**src/rtl/display_pkg.sv**
```systemverilog
// Shared display constants and fill-engine state encoding.
package display_pkg;

  localparam int unsigned DISPLAY_ADDR_WIDTH = 12;
  localparam int unsigned DISPLAY_DATA_WIDTH = 16;
  localparam int unsigned DISPLAY_FIFO_DEPTH = 4;

  typedef enum logic {
    IDLE = 1'b0,
    FILL = 1'b1
  } fillState_t;

endpackage

```
**src/rtl/display_write_fifo.sv**
```systemverilog
// Synchronous FIFO for buffered CPU display writes; DEPTH must be a power of two.
// The caller guarantees no push into a full FIFO without a same-cycle pop.
module display_write_fifo #(
  parameter int unsigned WIDTH = 28,
  parameter int unsigned DEPTH = 4
) (
  input  logic                         clk,
  input  logic                         reset,
  input  logic                         push,
  input  logic [WIDTH-1:0]             pushData,
  input  logic                         pop,
  output logic [WIDTH-1:0]             head_c,
  output logic [$clog2(DEPTH):0]       count,
  output logic                         full,
  output logic                         empty
);

  localparam int unsigned PtrWidth   = $clog2(DEPTH);
  localparam int unsigned CountWidth = PtrWidth + 1;

  logic [WIDTH-1:0]      mem [DEPTH];
  logic [PtrWidth-1:0]   wrPtr;
  logic [PtrWidth-1:0]   rdPtr;
  logic [CountWidth-1:0] countNext_c;

  assign head_c      = mem[rdPtr];
  assign countNext_c = count + CountWidth'(push) - CountWidth'(pop);

  // Storage needs no reset; entries are only read after being written.
  always_ff @(posedge clk) begin
    if (push) mem[wrPtr] <= pushData;
  end

  always_ff @(posedge clk or negedge reset) begin
    if (!reset) begin
      wrPtr <= '0;
      rdPtr <= '0;
      count <= '0;
      full  <= 1'b0;
      empty <= 1'b1;
    end else begin
      if (push) wrPtr <= wrPtr + PtrWidth'(1);
      if (pop)  rdPtr <= rdPtr + PtrWidth'(1);
      count <= countNext_c;
      full  <= (countNext_c == CountWidth'(DEPTH));
      empty <= (countNext_c == '0);
    end
  end

endmodule

```
**src/rtl/display_write_arbiter.sv**
```systemverilog
// Arbitrates buffered CPU writes and an optional full-screen fill onto one display write port.
// Fill engine is built only when DISPLAY_WRITE_ARBITER_FILL_EN is defined.
module display_write_arbiter
  import display_pkg::*;
#(
  parameter int unsigned ADDR_WIDTH = DISPLAY_ADDR_WIDTH,
  parameter int unsigned DATA_WIDTH = DISPLAY_DATA_WIDTH,
  parameter int unsigned FIFO_DEPTH = DISPLAY_FIFO_DEPTH
) (
  input  logic                  clk,
  input  logic                  reset,
  input  logic                  req_valid,
  input  logic [ADDR_WIDTH-1:0] req_addr,
  input  logic [DATA_WIDTH-1:0] req_data,
  input  logic                  fill_start,
  input  logic [DATA_WIDTH-1:0] fill_data,
  output logic                  fill_busy,
  output logic                  overflow,
  output logic                  dsp_en,
  output logic [ADDR_WIDTH-1:0] dsp_addr,
  output logic [DATA_WIDTH-1:0] dsp_data,
  input  logic                  dsp_ready
);

  localparam int unsigned EntryWidth = ADDR_WIDTH + DATA_WIDTH;
  localparam int unsigned CountWidth = $clog2(FIFO_DEPTH) + 1;

  logic                  outFree_c;
  logic                  xfer_c;
  logic                  fifoPush_c;
  logic                  fifoPop_c;
  logic                  bypass_c;
  logic                  fillLoad_c;
  logic                  drop_c;
  logic                  fillWant_c;
  logic [EntryWidth-1:0] fifoHead_c;
  logic                  fifoFull;
  logic                  fifoEmpty;
  logic [CountWidth-1:0] unusedFifoCount;
  logic [ADDR_WIDTH-1:0] fillAddr;
  logic [DATA_WIDTH-1:0] fillWord;

  assign xfer_c    = dsp_en & dsp_ready;
  assign outFree_c = ~dsp_en | dsp_ready;

  display_write_fifo #(
    .WIDTH (EntryWidth),
    .DEPTH (FIFO_DEPTH)
  ) u_fifo (
    .clk      (clk),
    .reset    (reset),
    .push     (fifoPush_c),
    .pushData ({req_addr, req_data}),
    .pop      (fifoPop_c),
    .head_c   (fifoHead_c),
    .count    (unusedFifoCount),
    .full     (fifoFull),
    .empty    (fifoEmpty)
  );

`ifdef DISPLAY_WRITE_ARBITER_FILL_EN
  fillState_t          fillState;
  fillState_t          fillStateNext;
  logic [ADDR_WIDTH:0] fillCnt;
  logic                fillLastOut;

  always_ff @(posedge clk or negedge reset) begin
    if (!reset) fillState <= IDLE;
    else        fillState <= fillStateNext;
  end

  // FILL ends only once the last-address word has actually left the output register.
  always_comb begin
    fillStateNext = fillState;
    case (fillState)
      IDLE:    if (fill_start) fillStateNext = FILL;
      FILL:    if (xfer_c && fillLastOut) fillStateNext = IDLE;
      default: fillStateNext = IDLE;
    endcase
  end

  // Extra counter bit marks that every cell has been issued.
  always_ff @(posedge clk or negedge reset) begin
    if (!reset) begin
      fillCnt     <= '0;
      fillWord    <= '0;
      fillLastOut <= 1'b0;
    end else begin
      if (fillState == IDLE && fill_start) begin
        fillCnt  <= '0;
        fillWord <= fill_data;
      end else if (fillLoad_c) begin
        fillCnt <= fillCnt + (ADDR_WIDTH + 1)'(1);
      end
      if (outFree_c) fillLastOut <= fillLoad_c & (&fillCnt[ADDR_WIDTH-1:0]);
    end
  end

  assign fillAddr   = fillCnt[ADDR_WIDTH-1:0];
  assign fillWant_c = (fillState == FILL) & ~fillCnt[ADDR_WIDTH];
  assign fill_busy  = (fillState == FILL);
`else
  logic unusedFill;

  assign unusedFill = ^{fill_start, fill_data};
  assign fillAddr   = '0;
  assign fillWord   = '0;
  assign fillWant_c = 1'b0;
  assign fill_busy  = 1'b0;
`endif

  // Reload priority: FIFO head, then an incoming write (bypass), then the fill.
  always_comb begin
    fifoPop_c  = 1'b0;
    fifoPush_c = 1'b0;
    bypass_c   = 1'b0;
    drop_c     = 1'b0;
    fillLoad_c = 1'b0;
    if (outFree_c && !fifoEmpty) fifoPop_c = 1'b1;
    if (req_valid) begin
      if (outFree_c && fifoEmpty)       bypass_c   = 1'b1;
      else if (!fifoFull || fifoPop_c)  fifoPush_c = 1'b1;
      else                              drop_c     = 1'b1;
    end
    fillLoad_c = fillWant_c & outFree_c & fifoEmpty & ~req_valid;
  end

  always_ff @(posedge clk or negedge reset) begin
    if (!reset) begin
      dsp_en   <= 1'b0;
      dsp_addr <= '0;
      dsp_data <= '0;
      overflow <= 1'b0;
    end else begin
      if (fifoPop_c) begin
        dsp_en               <= 1'b1;
        {dsp_addr, dsp_data} <= fifoHead_c;
      end else if (bypass_c) begin
        dsp_en   <= 1'b1;
        dsp_addr <= req_addr;
        dsp_data <= req_data;
      end else if (fillLoad_c) begin
        dsp_en   <= 1'b1;
        dsp_addr <= fillAddr;
        dsp_data <= fillWord;
      end else if (xfer_c) begin
        dsp_en <= 1'b0;
      end
      if (drop_c) overflow <= 1'b1;
    end
  end

endmodule
```
**config.mk**
```make
export PLATFORM = sky130hd
export DESIGN_NAME = display_write_arbiter
export DESIGN_NICKNAME = d
export VERILOG_FILES = /design/src/rtl/display_pkg.sv /design/src/rtl/display_write_fifo.sv /design/src/rtl/display_write_arbiter.sv
export SDC_FILE = /design/constraint.sdc
export NUM_CORES = 1
export LEC_CHECK = 0
export BUFFER_PORTS_ARGS = -buffer_cell sky130_fd_sc_hd__buf_2
export CORE_AREA = 2 2 144 118
export DETAILED_ROUTE_END_ITERATION = 6
export DIE_AREA = 0 0 146 120
export PLACE_DENSITY = 0.62
export SETUP_SLACK_MARGIN = 0.15
export SLEW_MARGIN = 20
export SYNTH_ARGS = -nofsm -noshare
export SYNTH_HDL_FRONTEND = slang
export SYNTH_HIERARCHICAL = 1
export SYNTH_SLANG_ARGS = --single-unit
```
**constraint.sdc**
```tcl
create_clock -name clk -period 2.6 [get_ports clk]
set_input_delay 0.13 -clock clk [delete_from_list [all_inputs] [get_ports clk]]
set_output_delay 0.13 -clock clk [all_outputs]
set_load 0.02 [all_outputs]
```
==> results.toml, run 1 <==
[yosys]
synth.avg_cell_area_um2 = 21.7
synth_nets = 339
ys_seq_elements = 151
syn_area_um2 = 6130
seq_area_frac_synth = 0.708
synth_ff_type = "edfxtp_1"
ys_warn_count = 6
synthDistinctLibCells = 28
synth_edf_count = 112
ys_async_sr_fraction = 0.258
netlist_instances = 283

[place]
gp_congestion = 0.699
hpwl_um = 6660
port_buffers = 61

[pwr]
power_density_nw_per_um2 = 1130
power_uw = 8580
power_leakage_uw = 0.00286
peakVddDrop_mv = 0.505

[flow_run]
maxCapViolCount = 0

[setup_path]
cp_cell_sequence = "and2b_2, nor2_1, buf_4, o21a_1, ha_1, inv_1, fa_1, xor3_1, nor3b_1"
critPathArrivalTime_ns = 2.50
cp-end-kind = "flop"
rr_worst_depth = 9
r2r_setup_slack_ns = 0.43
cpPeakStageDelay_ns = 0.38
crit_type = "reg2reg"
r2r_end = "u_fifo/full$_DFF_PN0_"
crit_required_ns = 2.93
worstReg2RegStart = "dsp_en$_DFFE_PN0P_"
startpoint_type = "flop"
crit_fanout = 3
crit_slowest_cell = "dfrtp_1"

[die]
initial_utilization = 0.379
dieWidth_um = 146
dieArea_um2 = 17500
fp.dieH_um = 120
rows = 42
fp.coreArea_um2 = 16200
io_pins = 80

[drt]
vias = 2952
antenna_left = 0
wl_um = 11200
drt-pass1-iter-count = 4
drcViolationCount = 0
drt_iter0_drc = 177
wire_per_inst_um = 17.8
via_per_inst = 4.70

[timing]
final.min_clock_period_ns = 2.17
fin_crit_sh = 0.833
hold_violations = 0
finalSetupTns_ns = 0
tightest_slew_ns = 0.822
maxSlewViolCount = 0
max_freq_mhz = 462
maxSlewHeadroom = 0.452
clock_skew_ns = 0.00709
rsz0062_at_grt = "no"
setup_violations = 0

[finish]
fill_cells = 1400
areaGrowthSynthToFinish_pct = 24.1
drive_gt1_frac = 0.475
layout_common_cells = "112 x edfxtp_1, 61 x buf_2, 37 x dfrtp_1, 31 x dlygate4sd3_1, 29 x mux2_4"
fin_nets = 451
final_common_cell = "edfxtp_1"
antenna_cells = 0

[cts]
cts.repair.resized = 0
cts_buffers = 17
clk_pin_slew_worst_paths_ns = 0.06
clock_path_buffers = 2
cts_setup_buffers = 0
h-tree-depth = 4
clkSinkCount = 151
cts_tree = "built"
clock_latency_ns = 0.41
root_buffer = "clkbuf_16"

[global_route]
grt_pass1_vias = 3210
grt_usage = 0.139
grt_pass1_wl_um = 17800
antenna_found_initial = 0
grt_overflow = 0
grt_max_degree = 31

[min_path]
hp-class = "in2async"

[status]
outcome = "complete, no violations"
[logic make-up after synthesis]
group,after synthesis,share of synthesized area
AOI/OAI and AO/OA,3,0.00347
and+or+nand+nor,15,0.0163
adders and majority gates,7,0.0155
muxes,84,0.224
DFF,151,0.708
other,1,0.000612
xor gates and xnor gates,4,0.00817
buffers and inverters,18,0.0243
[area by class of cell]
type | instances | area (um2) | area share
clock buffers | 22 | 444 | 0.0584
well taps | 220 | 275 | 0.0362
multi-input cells | 114 | 1650 | 0.216
clock inverters | 10 | 129 | 0.0169
repair buffers | 105 | 751 | 0.0987
flip-flops and latches | 151 | 4340 | 0.571
inverters | 6 | 22.5 | 0.00296
[state kept, by name (all words and copies together) (netlist names)]
| signal | flops |
|---|---|
| u_fifo/mem | 112 |
| u_fifo/full | 1 |
| u_fifo/empty | 1 |
| overflow | 1 |
| dsp_en | 1 |
| dsp_addr | 12 |
| u_fifo/rdPtr | 2 |
| u_fifo/count | 3 |
| dsp_data | 16 |
| u_fifo/wrPtr | 2 |
[worst max path at each step]
stage | from | endpoint | slack [ns] | cells past startpoint
after detailed placement | dsp_en$_DFFE_PN0P_ | u_fifo/full$_DFF_PN0_ | 0.26 | 9
after CTS | dsp_en$_DFFE_PN0P_ | u_fifo/full$_DFF_PN0_ | 0.24 | 9
after global routing | dsp_en$_DFFE_PN0P_ | u_fifo/full$_DFF_PN0_ | 0.26 | 9
after floorplan | dsp_en$_DFFE_PN0P_ | u_fifo/full$_DFF_PN0_ | 0.20 | 9
after global placement | dsp_en$_DFFE_PN0P_ | u_fifo/full$_DFF_PN0_ | 0.33 | 9
final | dsp_en$_DFFE_PN0P_ | u_fifo/full$_DFF_PN0_ | 0.43 | 9
[synth_stat cells, types with 2 or more instances]
library cell	count	area (um2)
dfrtp_1	38	951
nand2_1	3	11.3
buf_12	2	40.0
ha_1	6	75.1
buf_6	5	56.3
buf_4	2	15.0
mux4_2	28	631
mux2_4	29	435
nor2_1	2	7.51
edfxtp_1	112	3360
mux2_2	27	304
inv_1	6	22.5
and2b_2	2	17.5
buf_2	3	15.0
xor2_1	2	17.5
and2_1	4	25.0
[routing by layer]
metal	vias up	share of wire	wire length (um)	global-route usage
met5	-	0	0	0
met4	0	0.011	118	0.0522
met3	11	0.035	393	0.0437
met2	63	0.50	5650	0.233
met1	1536	0.45	5040	0.171
li1	1342	-	-	-
[repair_timing]
action                                  4_1_cts  5_1_grt
hold buffers                                 31        0
endpoints found under the hold margin       142        0
endpoints found under the setup margin        0        2
[worst max-delay path, delay by kind of cell, from the launching register on]
| kind | cells | cell delay [ns] |
|---|---|---|
| AO/OA/AOI/OAI | 1 | 0.15 |
| adder cells (fa/ha/maj) | 2 | 0.52 |
| AND/OR/NAND/NOR | 3 | 0.58 |
| buffers and inverters | 2 | 0.20 |
| flip-flops | 1 | 0.38 |
| XOR/XNOR | 1 | 0.25 |
[where the power goes]
group / internal (uW) / switching (uW)
clock network: 1500 / 888
logic: 1490 / 1310
registers: 3190 / 213
total: 6170 / 2410
[through the flow]
stage | util | hold slack [ns] | setup slack, ns | area (um2) | instances
2_1_floorplan | - | -0.166 | 0.204 | 6130 | 283
3_3_place_gp | 0.416 | 0.259 | 0.328 | 6730 | 565
3_5_place_dp | 0.416 | 0.270 | 0.257 | 6730 | 565
4_1_cts | 0.470 | 0.362 | 0.237 | 7610 | 628
5_1_grt | 0.470 | 0.404 | 0.261 | 7610 | 628
6_report | 0.470 | 0.356 | 0.435 | 7610 | 628
No activity file was read; power rests on OpenSTA's default activity.
==> run 2: changes to the inputs <==
- PLACE_DENSITY: 0.62 -> 0.64
- clock period: 2.6 -> 1.8 ns (I/O delays scaled with it)
==> run 2 against run 1 <==
The run now ends with negative setup slack left. Register-to-register slack got worse by 0.61 ns. Critical path depth unchanged. First-iteration DRC count decreased by 4.0%. Utilization increased by 5.8 points. Clock power increased by 45%. Clock skew increased by 0.00094 ns. Setup slack got worse by 0.61 ns. Critical endpoint is now u_fifo/empty$_DFF_PN1_. Highest routed layer unchanged.
==> results.toml, run 2 (synthesis results as in run 1) <==
[status]
outcome = "complete, but fails checks"
violations = "negative setup slack"

[drt]
drt_iter0_drc = 170
drt-pass1-iter-count = 4
antenna_left = 0
vias = 3182
drcViolationCount = 0
wire_per_inst_um = 18.9
via_per_inst = 4.67
wl_um = 12800

[global_route]
grt_max_degree = 26
grt_usage = 0.151
grt_pass1_vias = 3439
antenna_found_initial = 0
grt_overflow = 0
grt_pass1_wl_um = 19200

[cts]
cts_tree = "built"
clock_path_buffers = 2
clkSinkCount = 151
clock_latency_ns = 0.42
h-tree-depth = 4
cts_buffers = 17
clk_pin_slew_worst_paths_ns = 0.06
root_buffer = "clkbuf_16"

[pwr]
peakVddDrop_mv = 0.766
power_density_nw_per_um2 = 1610
power_uw = 13800
power_leakage_uw = 0.00331

[setup_path]
startpoint_type = "flop"
crit_type = "reg2reg"
cp-end-kind = "flop"
critPathArrivalTime_ns = 2.31
crit_fanout = 3
crit_required_ns = 2.14

[place]
port_buffers = 61
gp_congestion = 0.687
postPlaceCellArea_um2 = 6930
hpwl_um = 7240
place_inst = 579

[timing]
whs_ns = 0.181
max_freq_mhz = 507
maxSlewHeadroom = 0.653
tightest_slew_ns = 0.520
fin_crit_sh = 1.10
final.min_clock_period_ns = 1.97
clock_skew_ns = 0.00803
rsz0062_at_grt = "yes"
maxSlewViolCount = 0
hold_violations = 0
finalWorstSetupSlack_ns = -0.174
setup_violations = 144

[finish]
multi_input_area_um2 = 1700
layout_common_cells = "112 x edfxtp_1, 61 x buf_2, 37 x dfrtp_1, 35 x mux2_4, 31 x dlygate4sd3_1"
register_area_um2 = 4340
reg.largest.list = "u_fifo/mem: 112 flops, dsp_data: 16 flops, dsp_addr: 12 flops"
antenna_cells = 0
areaGrowthSynthToFinish_pct = 39.4
drive_gt1_frac = 0.544
final_cell_count_no_fill = 681
fin_nets = 504
largest_reg_flops = 112
fill_cells = 1308
fin_area_um2 = 8550
final_common_cell = "edfxtp_1"
top_register = "u_fifo/mem"

[die]
dieWidth_um = 146
rows = 42
fp.coreArea_um2 = 16200
initial_utilization = 0.379
io_pins = 80
fp.dieH_um = 120
dieArea_um2 = 17500

[min_path]
hp-class = "in2async"

[flow_run]
maxCapViolCount = 0
-- run 2: worst paths after layout --
kind	startpoint	end	slack (ns)	depth (start not counted)
hold / removal	reset	dsp_addr[11]$_DFFE_PN0P_	0.18	2
max in group asynchronous	reset	u_fifo/rdPtr[0]$_DFFE_PN0P_	1.09	3
min in group clk	dsp_ready	overflow$_DFFE_PN0P_	0.34	4
hold reg to reg	overflow$_DFFE_PN0P_	overflow$_DFFE_PN0P_	0.47	1
setup / recovery	dsp_en$_DFFE_PN0P_	u_fifo/empty$_DFF_PN1_	-0.17	9
setup reg to reg	dsp_en$_DFFE_PN0P_	u_fifo/empty$_DFF_PN1_	-0.17	9
-- run 2: power by group --
part | total (uW) | leakage, uW | internal, uW | switching [uW]
logic | 5340 | 0.00157 | 3170 | 2170
registers | 4960 | 0.00147 | 4610 | 352
clock network | 3470 | 0.000273 | 2150 | 1320
total | 13800 | 0.00331 | 9930 | 3850
-- run 2: worst max-delay path: stages, from the launching register on --
cell and delay, ns:
dfrtp_1 0.37, and2b_2 0.22, nor2_4 0.09, ha_1 0.23, inv_1 0.06, ha_1 0.13, inv_1 0.05, fa_2 0.33
xor3_1 0.21, nor3_1 0.20
-- run 2: repair_timing --
item,CTS,global route
cloned,6,5
hold buffers,31,0
endpoints found under the setup margin,144,144
setup buffers,14,14
gates resized for setup,24,18
hold endpoints to repair,134,0
pin swaps,5,0
-- run 2: final cells by class --
cell class                      count  share of cell area
Clock buffer                       21              0.0515
Clock inverter                     11              0.0154
Multi-Input combinational cell    114               0.198
Tap cell                          220              0.0322
Timing Repair Buffer              158               0.192
Sequential cell                   151               0.508
Inverter                            6             0.00264
-- run 2: stage by stage --
step	util	setup WS [ns]	TNS, ns
after floorplan	-	-0.315	-18.75
after global placement	0.428	-0.151	-2.57
after detailed placement	0.428	-0.229	-3.66
after CTS	0.508	-0.184	-9.88
after global routing	0.528	-0.305	-21.08
final	0.528	-0.174	-10.42
-- run 2: metal layers --
layer,share of wire,vias up,track usage
met5,0,-,0
met4,0.011,0,0.0534
met3,0.050,12,0.0460
met2,0.49,77,0.247
met1,0.45,1642,0.191
li1,-,1451,-
==> run 3: changes to the inputs <==
- BUFFER_PORTS_ARGS: -buffer_cell sky130_fd_sc_hd__buf_2 -> unset
- DONT_BUFFER_PORTS: unset -> 1
- PLACE_DENSITY: 0.64 -> unset
==> run 3 against run 2 <==
Sequential power up 9.7%. Highest routed layer unchanged. Clock skew is 0.0022 ns lower. Clock power increased by 2%. Critical path type unchanged. Largest cell class unchanged. Utilization fell by 1.6 points. Sequential share of layout area increased by 1.6 points. The run still ends with negative setup slack left. Setup slack worse by 0.0033 ns. Maximum frequency fell by 0.17%. Die area unchanged. First-iteration DRC count fell by 7.1%.
==> results.toml, run 3 (synthesis results as in run 1) <==
[status]
outcome = "complete, but fails checks"
violations = "negative setup slack"

[cts]
clock_latency_ns = 0.41
clock_path_buffers = 2
clk_pin_slew_worst_paths_ns = 0.06
clkSinkCount = 151
cts_tree = "built"
root_buffer = "clkbuf_16"
cts_buffers = 17
h-tree-depth = 4

[timing]
final.min_clock_period_ns = 1.98
rsz0062_at_grt = "yes"
hold_violations = 0
fin_crit_sh = 1.10
maxSlewViolCount = 0
max_freq_mhz = 506
clock_skew_ns = 0.00584
setup_violations = 137
finalWorstSetupSlack_ns = -0.177

[drt]
drcViolationCount = 0
wire_per_inst_um = 20.6
drt-pass1-iter-count = 4
wl_um = 12600
drt_iter0_drc = 158
vias = 2993
via_per_inst = 4.88
antenna_left = 0

[flow_run]
maxCapViolCount = 0

[finish]
top_register = "u_fifo/mem"
drive_gt1_frac = 0.494
antenna_cells = 0
areaGrowthSynthToFinish_pct = 35.2
layout_common_cells = "112 x edfxtp_1, 38 x mux2_4, 36 x dfrtp_1, 31 x dlygate4sd3_1, 28 x mux4_2"
reg.largest.list = "u_fifo/mem: 112 flops, dsp_data: 16 flops, dsp_addr: 12 flops"
final_common_cell = "edfxtp_1"
final_cell_count_no_fill = 613
largest_reg_flops = 112
post-route-util = 0.512
fin_nets = 436
fill_cells = 1332

[die]
rows = 42
fp.coreArea_um2 = 16200
initial_utilization = 0.379
dieArea_um2 = 17500
fp.dieH_um = 120
dieWidth_um = 146
io_pins = 80

[setup_path]
cpPeakStageDelay_ns = 0.37
path_delay_family = "adder cells"
crit_type = "reg2reg"
crit_slowest_cell = "dfrtp_1"
critPathArrivalTime_ns = 2.28
startpoint_type = "flop"
crit_top_cell = "ha_4"
crit_required_ns = 2.10
cp_num_buf_inv = 2
cp-end-kind = "flop"
crit_fanout = 3
crit_start = "dsp_en$_DFFE_PN0P_"
cp_cell_sequence = "and2b_2, nor2_4, ha_4, inv_4, ha_4, inv_2, fa_2, xor3_1, nor3b_2"
worstReg2RegStart = "dsp_en$_DFFE_PN0P_"

[pwr]
peakVddDrop_mv = 0.850
power_leakage_uw = 0.00307
power_density_nw_per_um2 = 1660

[min_path]
hp-class = "in2reg"
hp-start = "req_valid"

[global_route]
grt_pass1_wl_um = 19600
grt_max_degree = 40
grt_overflow = 0
antenna_found_initial = 0
grt_pass1_vias = 3247
grt_usage = 0.155

[place]
hpwl_um = 6650
port_buffers = 0
place_inst = 510
preCtsSetupSlack_ns = -0.222
gp_congestion = 0.652
==> run 3: cell count changes in the layout (fill, tap and decap cells not counted), sizes merged <==
cell      delta
buf         -64
clkbuf       -7
clkinv       -1
clkinvlp     +2
inv          +1
nor2         +1
==> run 3: through the flow <==
step / TNS, ns / total power [uW] / instance area, um2 / hold slack [ns]
after floorplan: -18.75 / 8040 / 6160 / -0.206
after global placement: -0.643 / 8910 / 6610 / -0.205
after detailed placement: -1.68 / 8980 / 6610 / -0.204
after CTS: -8.77 / 13800 / 8220 / 0.0300
after global routing: -20.23 / 14400 / 8290 / 0.0754
final: -10.17 / 13800 / 8290 / 0.0668
==> run 3: power by group <==
part | internal (uW) | switching [uW]
registers | 4610 | 830
logic | 3100 | 1700
clock network | 2210 | 1340
total | 9910 | 3870
==> run 3: worst paths after layout <==
check                                       endpoint  slack, ns  cells past startpoint
max                            u_fifo/full$_DFF_PN0_      -0.18                      9
min                        u_fifo/count[0]$_DFF_PN0_       0.07                      2
max reg2reg                    u_fifo/full$_DFF_PN0_      -0.18                      9
min reg2reg                     overflow$_DFFE_PN0P_       0.53                      1
max in group asynchronous     u_fifo/empty$_DFF_PN1_       1.32                      2
min in group asynchronous    dsp_data[4]$_DFFE_PN0P_       0.20                      2
==> run 3: routing by layer <==
layer	vias to the layer above	GRT usage	routed length, um
met3	14	0.0468	568
met2	70	0.242	6020
li1	1322	-	-
met1	1587	0.211	5900
met5	-	0	0
met4	0	0.0492	159
==> run 3: final cells by class <==
| type | instances | area, um2 | area share |
|---|---|---|---|
| clock inverter | 13 | 154 | 0.0186 |
| inverter | 6 | 25.0 | 0.00302 |
| tap | 220 | 275 | 0.0332 |
| multi-input combinational | 115 | 1740 | 0.210 |
| clock buffer | 19 | 443 | 0.0534 |
| timing repair buffer | 89 | 1310 | 0.158 |
| sequential | 151 | 4340 | 0.524 |
==> run 3: repair_timing <==
| item | CTS | global route |
|---|---|---|
| hold endpoints to repair | 181 | 0 |
| setup buffers | 24 | 3 |
| pin swaps | 8 | 2 |
| resized for setup | 28 | 12 |
| endpoints found under the setup margin | 144 | 144 |
| gates cloned | 12 | 0 |
| hold buffers | 32 | 0 |
==> run 3: worst reg2reg max path: stages (launching register included) <==
cell and delay (ns):
dfrtp_1 0.37, and2b_2 0.22, nor2_4 0.13, ha_4 0.22, inv_4 0.06, ha_4 0.12
inv_2 0.04, fa_2 0.32, xor3_1 0.23, nor3b_2 0.17
